[src/rtl/adc_sequencer.sv]
// adc_sequencer: periodic conversion initiator for the SAR ADC controller.
// Issues single-cycle start pulses, averages 2**AVG_LOG2 results and hands
// them to the consumer through a one-entry valid/ready output register.
// Sticky flags report dropped averages and conversions that never finished.
module adc_sequencer #(
    parameter int RESOLUTION = 4,
    parameter int AVG_LOG2   = 2,
    parameter int PERIOD_W   = 16,
    parameter int TIMEOUT    = 64
) (
    input  logic                           clk_i,
    input  logic                           rst_ni,
    input  logic                           en_i,
    input  logic [PERIOD_W-1:0]            period_i,
    input  logic                           clr_i,
    output logic                           start_o,
    input  logic                           adc_rdy_i,
    input  logic [RESOLUTION-1:0]          adc_data_i,
    output logic                           valid_o,
    input  logic                           ready_i,
    output logic [RESOLUTION-1:0]          data_o,
    output logic [RESOLUTION+AVG_LOG2-1:0] sum_o,
    output logic                           overrun_o,
    output logic                           timeout_o,
    output logic                           busy_o
);

    localparam int SUM_W = RESOLUTION + AVG_LOG2;
    localparam int CNT_W = (AVG_LOG2 > 0) ? AVG_LOG2 : 1;
    localparam int TMO_W = $clog2(TIMEOUT + 1);

    // The ADC needs RESOLUTION bit cycles plus handshake overhead per sample.
    localparam logic [PERIOD_W-1:0] MIN_PERIOD  = PERIOD_W'(RESOLUTION + 4);
    localparam logic [CNT_W-1:0]    LAST_SAMPLE = CNT_W'((1 << AVG_LOG2) - 1);
    localparam logic [TMO_W-1:0]    TMO_LAST    = TMO_W'(TIMEOUT - 1);

    typedef enum logic [1:0] {
        IDLE,
        START,
        WAIT,
        ARM
    } state_e;

    state_e                state_q, state_d;
    logic [PERIOD_W-1:0]   period_q, period_d;
    logic [TMO_W-1:0]      tmo_q, tmo_d;        // cycles spent waiting for adc_rdy_i
    logic [SUM_W-1:0]      acc_q, acc_d;
    logic [CNT_W-1:0]      cnt_q, cnt_d;
    logic                  start_q, start_d;
    logic                  valid_q, valid_d;
    logic [RESOLUTION-1:0] data_q, data_d;
    logic [SUM_W-1:0]      sum_q, sum_d;
    logic                  overrun_q, overrun_d;
    logic                  timeout_q, timeout_d;

    logic [PERIOD_W-1:0]   period_dec;
    logic [PERIOD_W-1:0]   eff_period;
    logic [SUM_W-1:0]      total;
    logic [SUM_W-1:0]      total_shr;
    logic                  avg_done;
    logic                  tmo_hit;

    assign period_dec = (period_q == '0) ? '0 : period_q - PERIOD_W'(1);
    assign eff_period = (period_i < MIN_PERIOD) ? MIN_PERIOD : period_i;
    assign total      = acc_q + SUM_W'(adc_data_i);
    assign total_shr  = total >> AVG_LOG2;

    // Sequencing FSM: start pulse, conversion wait, inter-start spacing.
    always_comb begin
        // NOTE: every signal gets a default before the case so no path infers a latch.
        state_d  = state_q;
        period_d = period_q;
        tmo_d    = tmo_q;
        acc_d    = acc_q;
        cnt_d    = cnt_q;
        start_d  = 1'b0;
        avg_done = 1'b0;
        tmo_hit  = 1'b0;
        unique case (state_q)
            IDLE: begin
                if (en_i) state_d = START;
            end
            START: begin
                // start_o is registered, so it appears during the first WAIT cycle.
                start_d  = 1'b1;
                period_d = eff_period - PERIOD_W'(1);
                tmo_d    = '0;
                state_d  = WAIT;
            end
            WAIT: begin
                period_d = period_dec;
                tmo_d    = tmo_q + TMO_W'(1);
                if (adc_rdy_i) begin
                    state_d = ARM;
                    if (cnt_q == LAST_SAMPLE) begin
                        avg_done = 1'b1;
                        acc_d    = '0;
                        cnt_d    = '0;
                    end else begin
                        acc_d = total;
                        cnt_d = cnt_q + CNT_W'(1);
                    end
                end else if (tmo_q == TMO_LAST) begin
                    tmo_hit = 1'b1;
                    acc_d   = '0;
                    cnt_d   = '0;
                    state_d = ARM;
                end
            end
            ARM: begin
                period_d = period_dec;
                if (!en_i) begin
                    acc_d   = '0;
                    cnt_d   = '0;
                    state_d = IDLE;
                end else if (period_dec == '0) begin
                    // Leaving when the counter is about to hit zero keeps starts
                    // exactly eff_period cycles apart.
                    state_d = START;
                end
            end
            default: state_d = IDLE;
        endcase
    end

    // Output register and sticky flags; a set in the same cycle as clr_i wins.
    always_comb begin
        valid_d   = valid_q;
        data_d    = data_q;
        sum_d     = sum_q;
        overrun_d = overrun_q & ~clr_i;
        timeout_d = (timeout_q & ~clr_i) | tmo_hit;
        if (avg_done) begin
            if (!valid_q || ready_i) begin
                valid_d = 1'b1;
                data_d  = total_shr[RESOLUTION-1:0];
                sum_d   = total;
            end else begin
                overrun_d = 1'b1;
            end
        end else if (valid_q && ready_i) begin
            valid_d = 1'b0;
        end
    end

    // State and datapath registers with asynchronous active-low reset.
    always_ff @(posedge clk_i or negedge rst_ni) begin
        if (!rst_ni) begin
            state_q   <= IDLE;
            period_q  <= '0;
            tmo_q     <= '0;
            acc_q     <= '0;
            cnt_q     <= '0;
            start_q   <= 1'b0;
            valid_q   <= 1'b0;
            data_q    <= '0;
            sum_q     <= '0;
            overrun_q <= 1'b0;
            timeout_q <= 1'b0;
        end else begin
            // NOTE: non-blocking assignments so every flop samples pre-edge values.
            state_q   <= state_d;
            period_q  <= period_d;
            tmo_q     <= tmo_d;
            acc_q     <= acc_d;
            cnt_q     <= cnt_d;
            start_q   <= start_d;
            valid_q   <= valid_d;
            data_q    <= data_d;
            sum_q     <= sum_d;
            overrun_q <= overrun_d;
            timeout_q <= timeout_d;
        end
    end

    assign start_o   = start_q;
    assign valid_o   = valid_q;
    assign data_o    = data_q;
    assign sum_o     = sum_q;
    assign overrun_o = overrun_q;
    assign timeout_o = timeout_q;
    assign busy_o    = (state_q != IDLE);

endmodule

[config.mk]
export PLATFORM = sky130hd
export DESIGN_NAME = adc_sequencer
export DESIGN_NICKNAME = d
export VERILOG_FILES = /design/src/rtl/adc_sequencer.sv
export SDC_FILE = /design/constraint.sdc
export NUM_CORES = 1
export LEC_CHECK = 0
export CAP_MARGIN = 20
export CORE_ASPECT_RATIO = 0.6
export CORE_UTILIZATION = 40
export CTS_CLUSTER_DIAMETER = 200
export CTS_CLUSTER_SIZE = 8
export DETAILED_ROUTE_END_ITERATION = 10
export PLACE_DENSITY = 0.6
export REMOVE_ABC_BUFFERS = 1
export SLEW_MARGIN = 10
export SYNTH_ARGS = -nofsm -noshare
export SYNTH_HDL_FRONTEND = slang
export SYNTH_SLANG_ARGS = --single-unit
[constraint.sdc]
create_clock -name clk_i -period 2.85 [get_ports clk_i]
set_clock_uncertainty 0.15 [all_clocks]
set_input_delay 0.57 -clock clk_i [delete_from_list [all_inputs] [get_ports clk_i]]
set_output_delay 0.57 -clock clk_i [all_outputs]
set_load 0.02 [all_outputs]
==> impl_metrics.tcl, run 1 <==
set metrics [dict create \
    dp_cells 470 \
    post_synthesis_sequential_element_count 43 \
    drtPass1Iterations 8 \
    grtUsageTotal 0.2209 \
    via_count 2714 \
    hp-class "in -> async" \
    ys_dominant_reg_cell "dfrtp_1" \
    synth.largest_area_cell "dfrtp_1" \
    reg2regPathDepth 8 \
    die_height_um 67.79 \
    grt_antenna_before_repair 0 \
    ctsHtreeMaxLevel 2 \
    numCtsBuffers 5 \
    core_area_um2 6820 \
    failed_checks "design-rule violations" \
    placementRows 23 \
    ff2ff_setup_slack_ps 130 \
    grt_setup_unrepaired "yes" \
    synth_common_cells "43 x dfrtp_1, 28 x o21ai_0, 22 x nor2_1, 21 x nand2_1, 20 x a21oi_1" \
    timing.rr.end "state_q[1]$_DFFE_PN0P_" \
    global_route.overflow_total 0 \
    final-setup-viol-count 0 \
    routabilityCongestion 0.9591 \
    synth-edff-count 0 \
    synth_top_family_by_area "simple AND/OR/NAND/NOR gates" \
    fin_util 0.5619 \
    path_clk_slew_ps 60 \
    cts_sinks 43 \
    synth_async_sr_flop_share 1.000 \
    synth_compound_gate_area_share 0.2073 \
    drc 4 \
    yosys.area.top_type_share 0.3729 \
    per_cell_via_count_in_the_routed_design 5.678 \
    final.hold.worst_slack_ps 41.22 \
    wl_um 7745 \
    layout_setup_ws_ps 0.9255 \
    yosysWarnings 0 \
    synth.yosys.seq_area_share 0.3729 \
    crit_path_launch_type "primary input" \
    final_period_minus_worst_setup_slack_ps 2849 \
    timing.rr.start "period_q[0]$_DFFE_PN0N_" \
    clock_path_buffers 2 \
    most_frequent_cell_after_synthesis "dfrtp_1" \
    maxCapViolCount 0 \
    detailedPlace.worstSlack_ps -967.0 \
    dr.first_iter.drc_count 173 \
    io_pins 41 \
    leakagePower_nw 1.655 \
    synthesized_area_fraction_occupied_by_and_or_nand_nor_cells 0.2242 \
    worstMarginPinSlew_ps 625.3 \
    timing.fmax_mhz 351.0 \
    report.final.slew_viol_count 0 \
    clk_root_buffer_cell "clkbuf_16" \
    cp-end-kind "flop" \
    synthMuxAreaShare 0.03816 \
    setup.worst_path.class "in -> reg" \
    dp.final_hpwl_um 5900 \
    netlist_area_um2 2885 \
    die_w_um 111.6 \
    timing.final.hold_violations 0 \
    initial_utilization 0.4230 \
    yosys.area_share.adder 0.06331 \
    post_cts_hold_buffer_count 0 \
    antenna_violating_nets_left 0 \
    syn-mean-instance-area_um2 9.131 \
    maxSlewHeadroom 0.5799 \
    worstSetupEndpoint "period_q[14]$_DFFE_PN0N_" \
    arrival_ps 2870 \
    grt_max_degree 30 \
    area.growth.synth_to_final_pct 32.83 \
    grt_pass1_wl_um 12880 \
    fp.dieArea_um2 7568 \
    post_layout_nonfiller_instances 478 \
    yosys.area_share.xor_xnor 0.04857 \
    io_buffers 40 \
    netlist_instances 316 \
    layout.nets 432 \
    worstPathMaxFanout 3 \
    layout-drive-gt1-share 0.2174 \
    outcome "finished, violations left" \
    num_antenna_cells 0 \
    netlist-cell-type-count 59 \
    netlist_top_cells_area "dfrtp_1 37%, ha_1 5.6%, o21ai_0 4.9%" \
    worst-endpoint-required_ps 2870 \
    routed_wire_length_per_instance_um 16.20 \
    nFillCells 626 \
    grt_pass1_vias 2541 \
    vdd_ir_drop_max_mv 0.4417 \
    layout_worst_path_cycle_share 0.9997 \
    clk-insertion-delay-late_ps 290 \
    timing.setup.tns_ps 0 \
    critical_path.startpoint "period_i[10]" \
    cts_tree "built" \
    powerDensity_nw_per_um2 916.3 \
]
cells by family (layout without fill, tap and decap cells):
logic type                 count (synthesis)  in the layout
and+or+nand+nor                          113            113
AOI/OAI and AO/OA                         92             92
DFF                                       43             43
buffers and inverters                     28            103
xor gates and xnor gates                  16             16
adders and majority gates                 14             14
muxes                                     10             10
worst max-delay path, cell delays in order:
cell	delay (ps)
buf_6	90
or4_4	550
nor4_4	130
buf_4	160
nand2_4	60
o21ai_4	130
ha_2	190
nor3b_4	240
buf_4	160
nand3_2	60
o31a_1	230
o31ai_1	200
o21ai_1	90
per-stage QoR:
step | power [W] | area, um2
finish | 0.003512 | 3832
global route | 0.003779 | 3832
CTS | 0.003487 | 3810
detailed placement | 0.002916 | 3618
global placement | 0.002887 | 3618
floorplan | 0.002210 | 2806
placed cells by master (no fill, tap or decap), types with 7 or more instances in the layout:
master           synthesis  routed
dfrtp_1                 43      43
buf_4                    6      43
clkdlybuf4s50_1          0      32
nor2_1                  22      21
o21ai_0                 28      21
nand2_1                 21      20
a21oi_1                 20      20
nand3_1                 16      15
inv_1                   14      14
ha_1                    13      12
xor2_1                  10      10
or3_1                    9       8
nor3_1                   7       7
mux2_2                   7       7
state kept, by name, summed over array words and instances (netlist names):
name,flops
acc_q,6
cnt_q,2
data_o,4
overrun_o,1
period_q,16
start_o,1
state_q,2
sum_o,2
timeout_o,1
tmo_q,7
valid_o,1
final cells by class:
| type | count | area [um2] | share of cell area |
|---|---|---|---|
| Inverter | 14 | 52.55 | 0.01371 |
| Sequential cell | 43 | 1076 | 0.2808 |
| Multi-Input combinational cell | 245 | 1754 | 0.4577 |
| Tap cell | 87 | 108.9 | 0.02840 |
| Timing Repair Buffer | 83 | 711.9 | 0.1858 |
| Clock buffer | 6 | 128.9 | 0.03363 |
where the power goes:
part / internal [W] / switching (W) / total [W]
clock: 0.000315 / 0.000225 / 0.000540
combinational: 0.000807 / 0.00107 / 0.00188
sequential: 0.000832 / 0.000259 / 0.00109
per-layer routing:
metal	track usage	part of all wire	vias up
met5	0	0	-
met4	0.03209	0	0
met3	0.04309	0.081	0
met2	0.3036	0.40	91
met1	0.3518	0.52	1310
li1	-	-	1313
worst min path at each step:
stage                                to  cells after the start
2_1_floorplan      acc_q[0]$_DFFE_PN0P_                      0
3_3_place_gp       cnt_q[0]$_DFFE_PN0P_                      1
3_5_place_dp       cnt_q[0]$_DFFE_PN0P_                      1
4_1_cts           data_o[0]$_DFFE_PN0P_                      1
5_1_grt        period_q[10]$_DFFE_PN0N_                      1
6_report          data_o[0]$_DFFE_PN0P_                      1
timing repair:
action                                  CTS  global route
resized for setup                        37             5
pin swaps                                14            14
buffers inserted                          2             0
endpoints found under the setup margin    7             6
(Power assumes the default switching activity.)
==> inputs of run 2 (changes only) <==
CORE_UTILIZATION = 50   (was 40)
PLACE_DENSITY = 0.72   (was 0.6)
==> run 2 against run 1 <==
The flow now finishes without violations. First-iteration DRC count rose by 40%. Sequential share of layout area decreased by 0.24 points. Via count rose by 1.5%. Non-clock buffer count is 1 higher. Critical path type unchanged. Combinational power down 3%. Utilization rose by 13 points. Count of clock-buffer cells in the layout stayed put. Power shrank 1.1%. Critical path depth is the same. Register-to-register slack barely moved. Maximum frequency rose by 1.4%.
==> impl_metrics.tcl, run 2 (same netlist as run 1, synthesis figures left out) <==
set metrics [dict create \
    layout_worst_path_cycle_share 0.9857 \
    hp-class "in -> async" \
    drc 0 \
    cts_tree "built" \
    setup.worst_path.class "in -> reg" \
    arrival_ps 2840 \
    reg2regPathDepth 8 \
    wl_um 7738 \
    drtPass1Iterations 5 \
    fin_util 0.6938 \
    post_layout_nonfiller_instances 474 \
    timing.setup.tns_ps 0 \
    worstMarginPinSlew_ps 625.0 \
    placementRows 21 \
    routed_wire_length_per_instance_um 16.32 \
    ctsHtreeMaxLevel 2 \
    layout-drive-gt1-share 0.2310 \
    timing.final.hold_violations 0 \
    grt_pass1_wl_um 12370 \
    dp_cells 458 \
    die_height_um 60.84 \
    grt_antenna_before_repair 0 \
    report.final.slew_viol_count 0 \
    design_area_um2 3865 \
    path_cells "buf_6 > or4_4 > nor4_4 > nand2_2 > o21ai_4 > ha_4 > nor3b_4 > buf_4 > buf_4 > nand4_1 > xnor2_1 > a21boi_1 > o21ai_0" \
    cp-end-kind "flop" \
    path_clk_slew_ps 90 \
    maxCapViolCount 0 \
    numCtsBuffers 5 \
    outcome "completed" \
    final_common_cell "buf_4" \
    cts_sinks 43 \
    per_cell_via_count_in_the_routed_design 5.810 \
    crit_path_launch_type "primary input" \
    grt_setup_unrepaired "yes" \
    io_buffers 40 \
    most-common-layout-cells "44 x buf_4, 43 x dfrtp_1, 32 x clkdlybuf4s50_1, 24 x o21ai_0, 21 x nor2_1" \
    final_period_minus_worst_setup_slack_ps 2809 \
    clk-insertion-delay-late_ps 300 \
    die_w_um 100.1 \
    regMostFlops "period_q" \
    maxSlewHeadroom 0.5795 \
    layout_setup_ws_ps 40.63 \
    powerDensity_nw_per_um2 898.6 \
    grt_pass1_vias 2506 \
    grtUsageTotal 0.2676 \
    area.growth.synth_to_final_pct 33.96 \
    largest_reg_flops 16 \
    global_route.overflow_total 0 \
    critical-path-max-stage-delay_ps 550 \
    leakagePower_nw 1.654 \
    cp.depth 13 \
    dp.final_hpwl_um 5553 \
    grt_max_degree 30 \
    path_buf_inv 3 \
    cpMostUsedCell "buf_4" \
    worst-endpoint-required_ps 2880 \
    fp.dieArea_um2 6088 \
    placed_area_um2 3572 \
    clock_path_buffers 2 \
    via_count 2754 \
    post_cts_hold_buffer_count 0 \
    layout.nets 433 \
    timing.critical_path.slowest_stage_cell "or4_4" \
    dr.first_iter.drc_count 242 \
    final-setup-viol-count 0 \
    timing.critical_path.max_delay_family "simple AND/OR/NAND/NOR gates" \
    routabilityCongestion 0.8824 \
    antenna_violating_nets_left 0 \
    clk_root_buffer_cell "clkbuf_8" \
    layout_top_registers "period_q: 16 flops, tmo_q: 7 flops, acc_q: 6 flops" \
    timing.fmax_mhz 356.0 \
    detailedPlace.worstSlack_ps -973.4 \
    multi_input_area_um2 1784 \
    initial_utilization 0.5180 \
    worstPathMaxFanout 3 \
    vdd_ir_drop_max_mv 0.4018 \
    seqCellArea_um2 1076 \
    core_area_um2 5570 \
    io_pins 41 \
    num_antenna_cells 0 \
    nFillCells 472 \
]
[run 2: cell type report]
type | count | share of cell area
inverters | 14 | 0.01360
multi-input cells | 245 | 0.4616
well taps | 80 | 0.02590
repair buffers | 84 | 0.1861
clock buffers | 6 | 0.01878
clock inverters | 2 | 0.01554
flip-flops and latches | 43 | 0.2784
[run 2: per-layer routing]
metal / vias up / track usage / share of wire
met2: 121 / 0.3823 / 0.42
li1: 1322 / - / -
met1: 1296 / 0.4117 / 0.50
met5: - / 0 / 0
met4: 0 / 0.07867 / 0.014
met3: 15 / 0.04839 / 0.067
[run 2: power breakdown]
part / switching, W / internal, W
clock network: 0.000215 / 0.000350
logic: 0.00105 / 0.000780
registers: 0.000252 / 0.000831
total: 0.00151 / 0.00196
[run 2: worst paths after layout]
check	startpoint	end	slack, ps
max in group asynchronous	rst_ni	period_q[11]$_DFFE_PN0N_	1790
worst min-delay path	rst_ni	data_o[1]$_DFFE_PN0P_	70
worst min register to register	cnt_q[0]$_DFFE_PN0P_	cnt_q[0]$_DFFE_PN0P_	340
worst max register to register	period_q[0]$_DFFE_PN0N_	state_q[1]$_DFFE_PN0P_	120
min in group clk_i	cnt_q[0]$_DFFE_PN0P_	cnt_q[0]$_DFFE_PN0P_	340
worst max-delay path	period_i[10]	period_q[12]$_DFFE_PN0N_	40
[run 2: timing repair]
action | in CTS | in global routing
endpoints found under the setup margin | 7 | 8
pin swaps | 11 | 10
setup buffers | 7 | 1
gates resized for setup | 32 | 11
[run 2: worst reg2reg max path, cell delays in order, from the launching register on]
cell	delay [ps]
dfrtp_1	420
inv_1	100
ha_1	310
or4b_1	450
or4_1	400
a21oi_1	140
a21o_1	200
a31oi_1	130
mux2_1	330
[run 2: per-stage QoR]
step | hold slack (ps) | power (W)
floorplan | 124.4 | 0.002210
global placement | 307.0 | 0.002806
detailed placement | 315.0 | 0.002855
CTS | 85.29 | 0.003440
global route | 100.2 | 0.003756
finish | 65.25 | 0.003473
==> inputs of run 3 (changes only) <==
ABC_CLOCK_PERIOD_IN_PS = 2850   (was unset)
==> results of run 3 <==
No change in the layout: final DEF, timing and power equal those of run 2.
